<file path="src/rtl/mac_acc_stage.sv">
`default_nettype none
// ============================================================================
// Module  : mac_acc_stage
// Brief   : Accumulates 16-lane MAC partial sums into neuron values, shifts
//           them, and streams results through a 2-entry output FIFO.
//           Optional macro ACC_SAT_EN saturates instead of truncating.
// Revision: 1.0 - initial release
// ============================================================================
module mac_acc_stage #(
    parameter int TILE_W = 4,
    parameter int OUT_W  = 8
) (
    input  logic              clk,
    input  logic              rst,
    input  logic              start,
    input  logic [TILE_W-1:0] cfg_tiles,
    input  logic [7:0]        cfg_outs,
    input  logic [3:0]        cfg_shift,
    input  logic              in_valid,
    input  logic [11:0]       in_data,
    output logic              in_ready,
    output logic              out_valid,
    output logic [OUT_W-1:0]  out_data,
    input  logic              out_ready,
    output logic              busy,
    output logic              done
);

    localparam int SUM_W = 12 + TILE_W;
    localparam int EXT_W = (SUM_W > OUT_W) ? SUM_W : OUT_W;
    localparam logic [OUT_W-1:0] c_OUT_MAX = '1;

    typedef enum logic [0:0] {
        S_IDLE = 1'b0,
        S_ACC  = 1'b1
    } state_t;

    state_t              r_state;
    logic [TILE_W-1:0]   r_tiles;
    logic [7:0]          r_outs;
    logic [3:0]          r_shift;
    logic [SUM_W-1:0]    r_acc;
    logic [TILE_W-1:0]   r_tile_cnt;
    logic [7:0]          r_neuron_cnt;
    logic                r_done;

    // Two-entry FIFO held as head/tail registers; head always drives out_data.
    logic [1:0]          r_count;
    logic [OUT_W-1:0]    r_head;
    logic [OUT_W-1:0]    r_tail;

    logic                w_in_ready;
    logic                w_accept;
    logic                w_pop;
    logic                w_last_beat;
    logic                w_last_neuron;
    logic [SUM_W-1:0]    w_sum;
    logic [SUM_W-1:0]    w_shifted;
    logic [EXT_W-1:0]    w_ext;
    logic [OUT_W-1:0]    w_result;

    assign w_in_ready    = (r_state == S_ACC) && (r_count < 2'd2);
    assign w_accept      = in_valid && w_in_ready;
    assign w_pop         = (r_count != 2'd0) && out_ready;
    assign w_last_beat   = w_accept && (r_tile_cnt == r_tiles);
    assign w_last_neuron = w_last_beat && (r_neuron_cnt == r_outs);

    assign w_sum     = r_acc + SUM_W'(in_data);
    assign w_shifted = w_sum >> r_shift;
    assign w_ext     = EXT_W'(w_shifted);

`ifdef ACC_SAT_EN
    assign w_result = (w_ext > EXT_W'(c_OUT_MAX)) ? c_OUT_MAX : w_ext[OUT_W-1:0];
`else
    assign w_result = w_ext[OUT_W-1:0];
`endif

    always_ff @(posedge clk) begin
        if (rst) begin
            r_state      <= S_IDLE;
            r_tiles      <= '0;
            r_outs       <= '0;
            r_shift      <= '0;
            r_acc        <= '0;
            r_tile_cnt   <= '0;
            r_neuron_cnt <= '0;
            r_done       <= 1'b0;
        end else begin
            r_done <= 1'b0;
            case (r_state)
                S_IDLE: begin
                    if (start) begin
                        r_tiles      <= cfg_tiles;
                        r_outs       <= cfg_outs;
                        r_shift      <= cfg_shift;
                        r_acc        <= '0;
                        r_tile_cnt   <= '0;
                        r_neuron_cnt <= '0;
                        r_state      <= S_ACC;
                    end
                end
                S_ACC: begin
                    if (w_accept) begin
                        if (w_last_beat) begin
                            r_acc      <= '0;
                            r_tile_cnt <= '0;
                            if (w_last_neuron) begin
                                r_neuron_cnt <= '0;
                                r_state      <= S_IDLE;
                                r_done       <= 1'b1;
                            end else begin
                                r_neuron_cnt <= r_neuron_cnt + 8'd1;
                            end
                        end else begin
                            r_acc      <= w_sum;
                            r_tile_cnt <= r_tile_cnt + TILE_W'(1);
                        end
                    end
                end
                default: r_state <= S_IDLE;
            endcase
        end
    end

    // A push only happens with count < 2, so push+pop always finds one entry.
    always_ff @(posedge clk) begin
        if (rst) begin
            r_count <= 2'd0;
            r_head  <= '0;
            r_tail  <= '0;
        end else begin
            case ({w_last_beat, w_pop})
                2'b10: begin
                    if (r_count == 2'd0) begin
                        r_head <= w_result;
                    end else begin
                        r_tail <= w_result;
                    end
                    r_count <= r_count + 2'd1;
                end
                2'b01: begin
                    r_head  <= r_tail;
                    r_count <= r_count - 2'd1;
                end
                2'b11: begin
                    r_head <= w_result;
                end
                default: begin
                    r_count <= r_count;
                end
            endcase
        end
    end

    assign in_ready  = w_in_ready;
    assign out_valid = (r_count != 2'd0);
    assign out_data  = r_head;
    assign busy      = (r_state == S_ACC) || (r_count != 2'd0);
    assign done      = r_done;

endmodule
`default_nettype wire

</file>
<file path="config.mk">
export PLATFORM = sky130hd
export DESIGN_NAME = mac_acc_stage
export DESIGN_NICKNAME = d
export VERILOG_FILES = /design/src/rtl/mac_acc_stage.sv
export SDC_FILE = /design/constraint.sdc
export NUM_CORES = 1
export LEC_CHECK = 0
export BUFFER_PORTS_ARGS = -buffer_cell sky130_fd_sc_hd__buf_2
export CAP_MARGIN = 20
export CORE_MARGIN = 8
export CORE_UTILIZATION = 46
export CTS_BUF_LIST = sky130_fd_sc_hd__clkbuf_8 sky130_fd_sc_hd__clkbuf_16
export DETAILED_ROUTE_END_ITERATION = 10
export PLACE_DENSITY = 0.69
export SLEW_MARGIN = 20
export SYNTH_ARGS = -nofsm -noshare
export SYNTH_HDL_FRONTEND = slang
export SYNTH_SLANG_ARGS = --single-unit
export TNS_END_PERCENT = 5
</file>
<file path="constraint.sdc">
create_clock -name clk -period 2.9 [get_ports clk]
set_input_delay 0.435 -clock clk [delete_from_list [all_inputs] [get_ports clk]]
set_output_delay 0.435 -clock clk [all_outputs]
set_load 0.02 [all_outputs]
</file>
==> key figures <==
Power
  • Worst vdd ir: 0.525 mV
  • Logic gate share of total power: 28.7%
  • Sw power: 906 uW
  • Int Power: 1850 uW
  • Power, Total: between 2000 and 3000 uW
  • Reg power frac: between 30% and 40%
  • Lkg Pwr: 0.00227 uW
  • Pwr dens: 532 nW/um2
  • Switching part of the total power: roughly a third
  • Clock group share of total power: 35.2%

Synthesis
  • Mean Syn Cell Area: 7.79 um2
  • Seq/Total Area, Yosys: a little under a third
  • Yosys top cell by area: dfxtp_1
  • Ranking of synthesized cells by area: dfxtp_1 (31%), nand2_1 (7.7%), a21oi_1 (5.4%)
  • #FFs+latches synth: 64
  • Mapped cell area: 4070 um2
  • Ys Warns: 0
  • Post-synth EDFFs: 0
  • Area fraction of the dominant cell type after synthesis: 31.5%
  • Post-synthesis net count: 572
  • Count of different cell masters after synthesis: 64
  • Cells after synthesis: ~520
  • Primary FF master, synth: dfxtp_1
  • Async SR Flop Fraction: 0%

Floorplanning
  • I/O Pins: 45
  • Die Width: 110 um
  • Die height: 110 um
  • Core Footprint: 8640 um2
  • Die area: 12100 um2
  • Row count: 34
  • Initial Util: 47.1%

Layout
  • Ant. Diodes: 0
  • Area growth, synth to finish: 27.4%
  • Non-Filler Cell Area, Final: 5180 um2
  • Share of layout cells above drive strength 1: 26.5%
  • FILL cells: 799
  • Nets: 664
  • Post-route insts no fill: about 730

Timing
  • Unrepaired setup endpoints after global routing: yes
  • Period utilization: 101%
  • Min Clock Period, post-route: 2920 ps
  • Final Hold Fails: 0
  • Final Max Slew Viols: 0
  • Worst slew margin: 57.6%
  • Pin slew with the least headroom to its limit: 631 ps
  • # setup viols final: 4
  • Worst setup margin: -22.6 ps
  • Highest Clock Rate: 342 MHz
  • Final TNS setup: -37.7 ps
  • Clock skew: about 11 ps

Status
  • Failing checks: setup timing
  • Status: finished with violations

Clock tree
  • Clk sinks: between 60 and 70
  • CTS tree: yes
  • CTS Root Cell: clkbuf_8
  • Max clock buf depth: 2
  • H-tree Lvls: 3
  • Clock-pin slew on the worst setup and hold paths: 80 ps
  • Clk Latency, worst-skew pair: 350 ps
  • TritonCTS buffer count: 9

Setup path
  • Crit start category: flip-flop
  • Worst setup path class: flip-flop to flip-flop
  • CP Capture Type: flip-flop
  • CP max stage cell: a221o_1
  • Critical path arrival: 3190 ps
  • Crit Path Max Fanout: 7
  • Worst-path cell chain: ha_4, inv_2, fa_2, nor2b_2, o2111a_1, or3_1, a221o_1, xnor2_4, o31a_1, o211ai_1, nand2_1, a221oi_2
  • Max stage delay on crit path: around 440 ps
  • CP Data Required Time: 3170 ps

GRT
  • First-pass GRT wire length: 19400 um
  • Initial antenna violation count: 0
  • Tot GR Track Use: 20.0%
  • GRT busiest layer: met2
  • Largest net degree at the start of global routing: 36
  • Congestion Overflow GR: 0
  • Vias in the first global route: 4121
  • Met2 usage: 33.3%
  • M1 GR Usage: 25.0%
  • GR Util met3: 4.94%

Routing
  • Antenna Nets Post-Route: 0
  • DR pass1 iterations: 4
  • Vias per cell: 5.79
  • Wirelength per Cell: between 15 and 20 um
  • DR iter-0 viols: ~210
  • Routed WL: 11700 um
  • Via count: 4208
  • DRC errors left: 0

Placement
  • Area post-placement: 4770 um2
  • Port buffer count: 44
  • GPL Wtd Cong: 0.919
  • Post-Place Cells: 707
  • DP Wirelength: approximately 8600 um

Hold path
  • Hold Path Class: input pin to flip-flop

Flow run
  • MaxCap Viol Count: 0
-- cell usage after synthesis (4+ instances only) --
cell / count
xnor2_1: 11
ha_1: 16
o21ai_0: 12
dfxtp_1: 64
and3_1: 8
nor2_1: 55
mux2i_1: 5
a211oi_1: 6
a31oi_1: 7
a22oi_1: 13
a21o_1: 8
or3_1: 7
xor2_1: 22
o22ai_1: 4
o211ai_1: 9
and4_1: 4
nand3_1: 8
nor2b_1: 5
inv_1: 12
o2111ai_1: 4
nor3_1: 16
nor4_1: 6
o21ai_1: 8
nand2_1: 83
a21oi_1: 44
clkbuf_1: 24
-- metal layers --
metal | share of wire [%] | up-vias | routed length [um]
met3 | 5.2 | 13 | 606
li1 | - | 2088 | -
met2 | 49 | 113 | 5780
met1 | 44 | 1994 | 5200
met4 | 0.97 | 0 | 114
met5 | 0 | - | 0
-- cell families (layout without fill, tap and decap cells) --
kind of cell	after synthesis	after routing	synth area share [%]
flip-flops	64	64	31.5
AO/OA/AOI/OAI	152	152	25.7
buffers and inverters	39	136	3.66
adder cells (fa/ha/maj)	17	17	5.41
XOR/XNOR	34	34	7.78
AND/OR/NAND/NOR	207	207	23.3
multiplexers	9	9	2.61
-- layout by cell type (no fill, tap or decap), types with 5 or more instances in the layout --
master	count
buf_2	44
a21o_1	8
a22oi_1	13
nor3_1	13
a31oi_1	6
a211oi_1	5
nand3_1	8
buf_4	63
clkbuf_8	9
nand2_1	83
inv_1	11
ha_1	15
and3_1	8
dfxtp_1	63
xor2_1	22
nor2_1	55
o211ai_1	9
or3_1	7
o21ai_1	7
o21ai_0	12
xnor2_1	9
a21oi_1	42
nor4_1	5
-- area by class of cell --
class	instances	area, um2	share of cell area (%)
multi-input combinational	419	2770	53.5
sequential	64	1280	24.7
timing repair buffer	107	693	13.4
tap	108	135	2.61
clock inverter	7	128	2.46
clock buffer	9	124	2.39
inverter	13	48.8	0.941
-- worst paths after layout --
path,depth (start not counted),slack [ps],end,from
worst max register to register,12,-20,out_data[3]$_SDFFE_PP0P_,r_acc[0]$_SDFFE_PP0P_
worst min-delay path,3,310,r_outs[6]$_SDFFE_PP0P_,cfg_outs[6]
worst min register to register,2,460,r_tail[2]$_SDFFE_PP0P_,r_tail[2]$_SDFFE_PP0P_
worst max-delay path,12,-20,out_data[3]$_SDFFE_PP0P_,r_acc[0]$_SDFFE_PP0P_
-- through the flow --
step                      util (%)  worst slack [ps]  hold slack (ps)
after floorplan                  -             -8.68              432
after global placement        55.2              -281              440
after detailed placement      55.2              -271              447
after CTS                     58.8              2.44              305
after global routing          60.0              -141              318
final                         60.0             -22.6              311
-- critical path, delay by kind of cell (launching register included) --
| family | cells | cell delay, ps |
|---|---|---|
| adder cells (fa/ha/maj) | 2 | 360 |
| AO/OA/AOI/OAI | 5 | 1380 |
| flip-flops | 1 | 340 |
| buffers and inverters | 1 | 50 |
| XOR/XNOR | 1 | 220 |
| AND/OR/NAND/NOR | 3 | 490 |
-- what timing repair did --
action                                  4_1_cts  5_1_grt
setup buffers                                 2        2
pin swaps                                     5        9
hold buffers                                  0        0
endpoints found under the setup margin       10       16
resized for setup                            10       17
-- registers in the layout, indices dropped and copies added, names as in the netlist --
signal and count:
r_acc 16, r_state 1, out_data 8, r_outs 8
done 1, r_tiles 4, r_count 2, r_tile_cnt 4
r_shift 4, r_neuron_cnt 8, r_tail 8
-- power by group through the flow --
stage / clock, uW / combinational [uW] / sequential [uW]
after CTS: 983 / 760 / 994
final: 973 / 793 / 995
after global routing: 1020 / 868 / 1000
after floorplan: 0 / 467 / 1030
after global placement: 0 / 738 / 1010
after detailed placement: 0 / 748 / 1010
(Power assumes the default switching activity.)
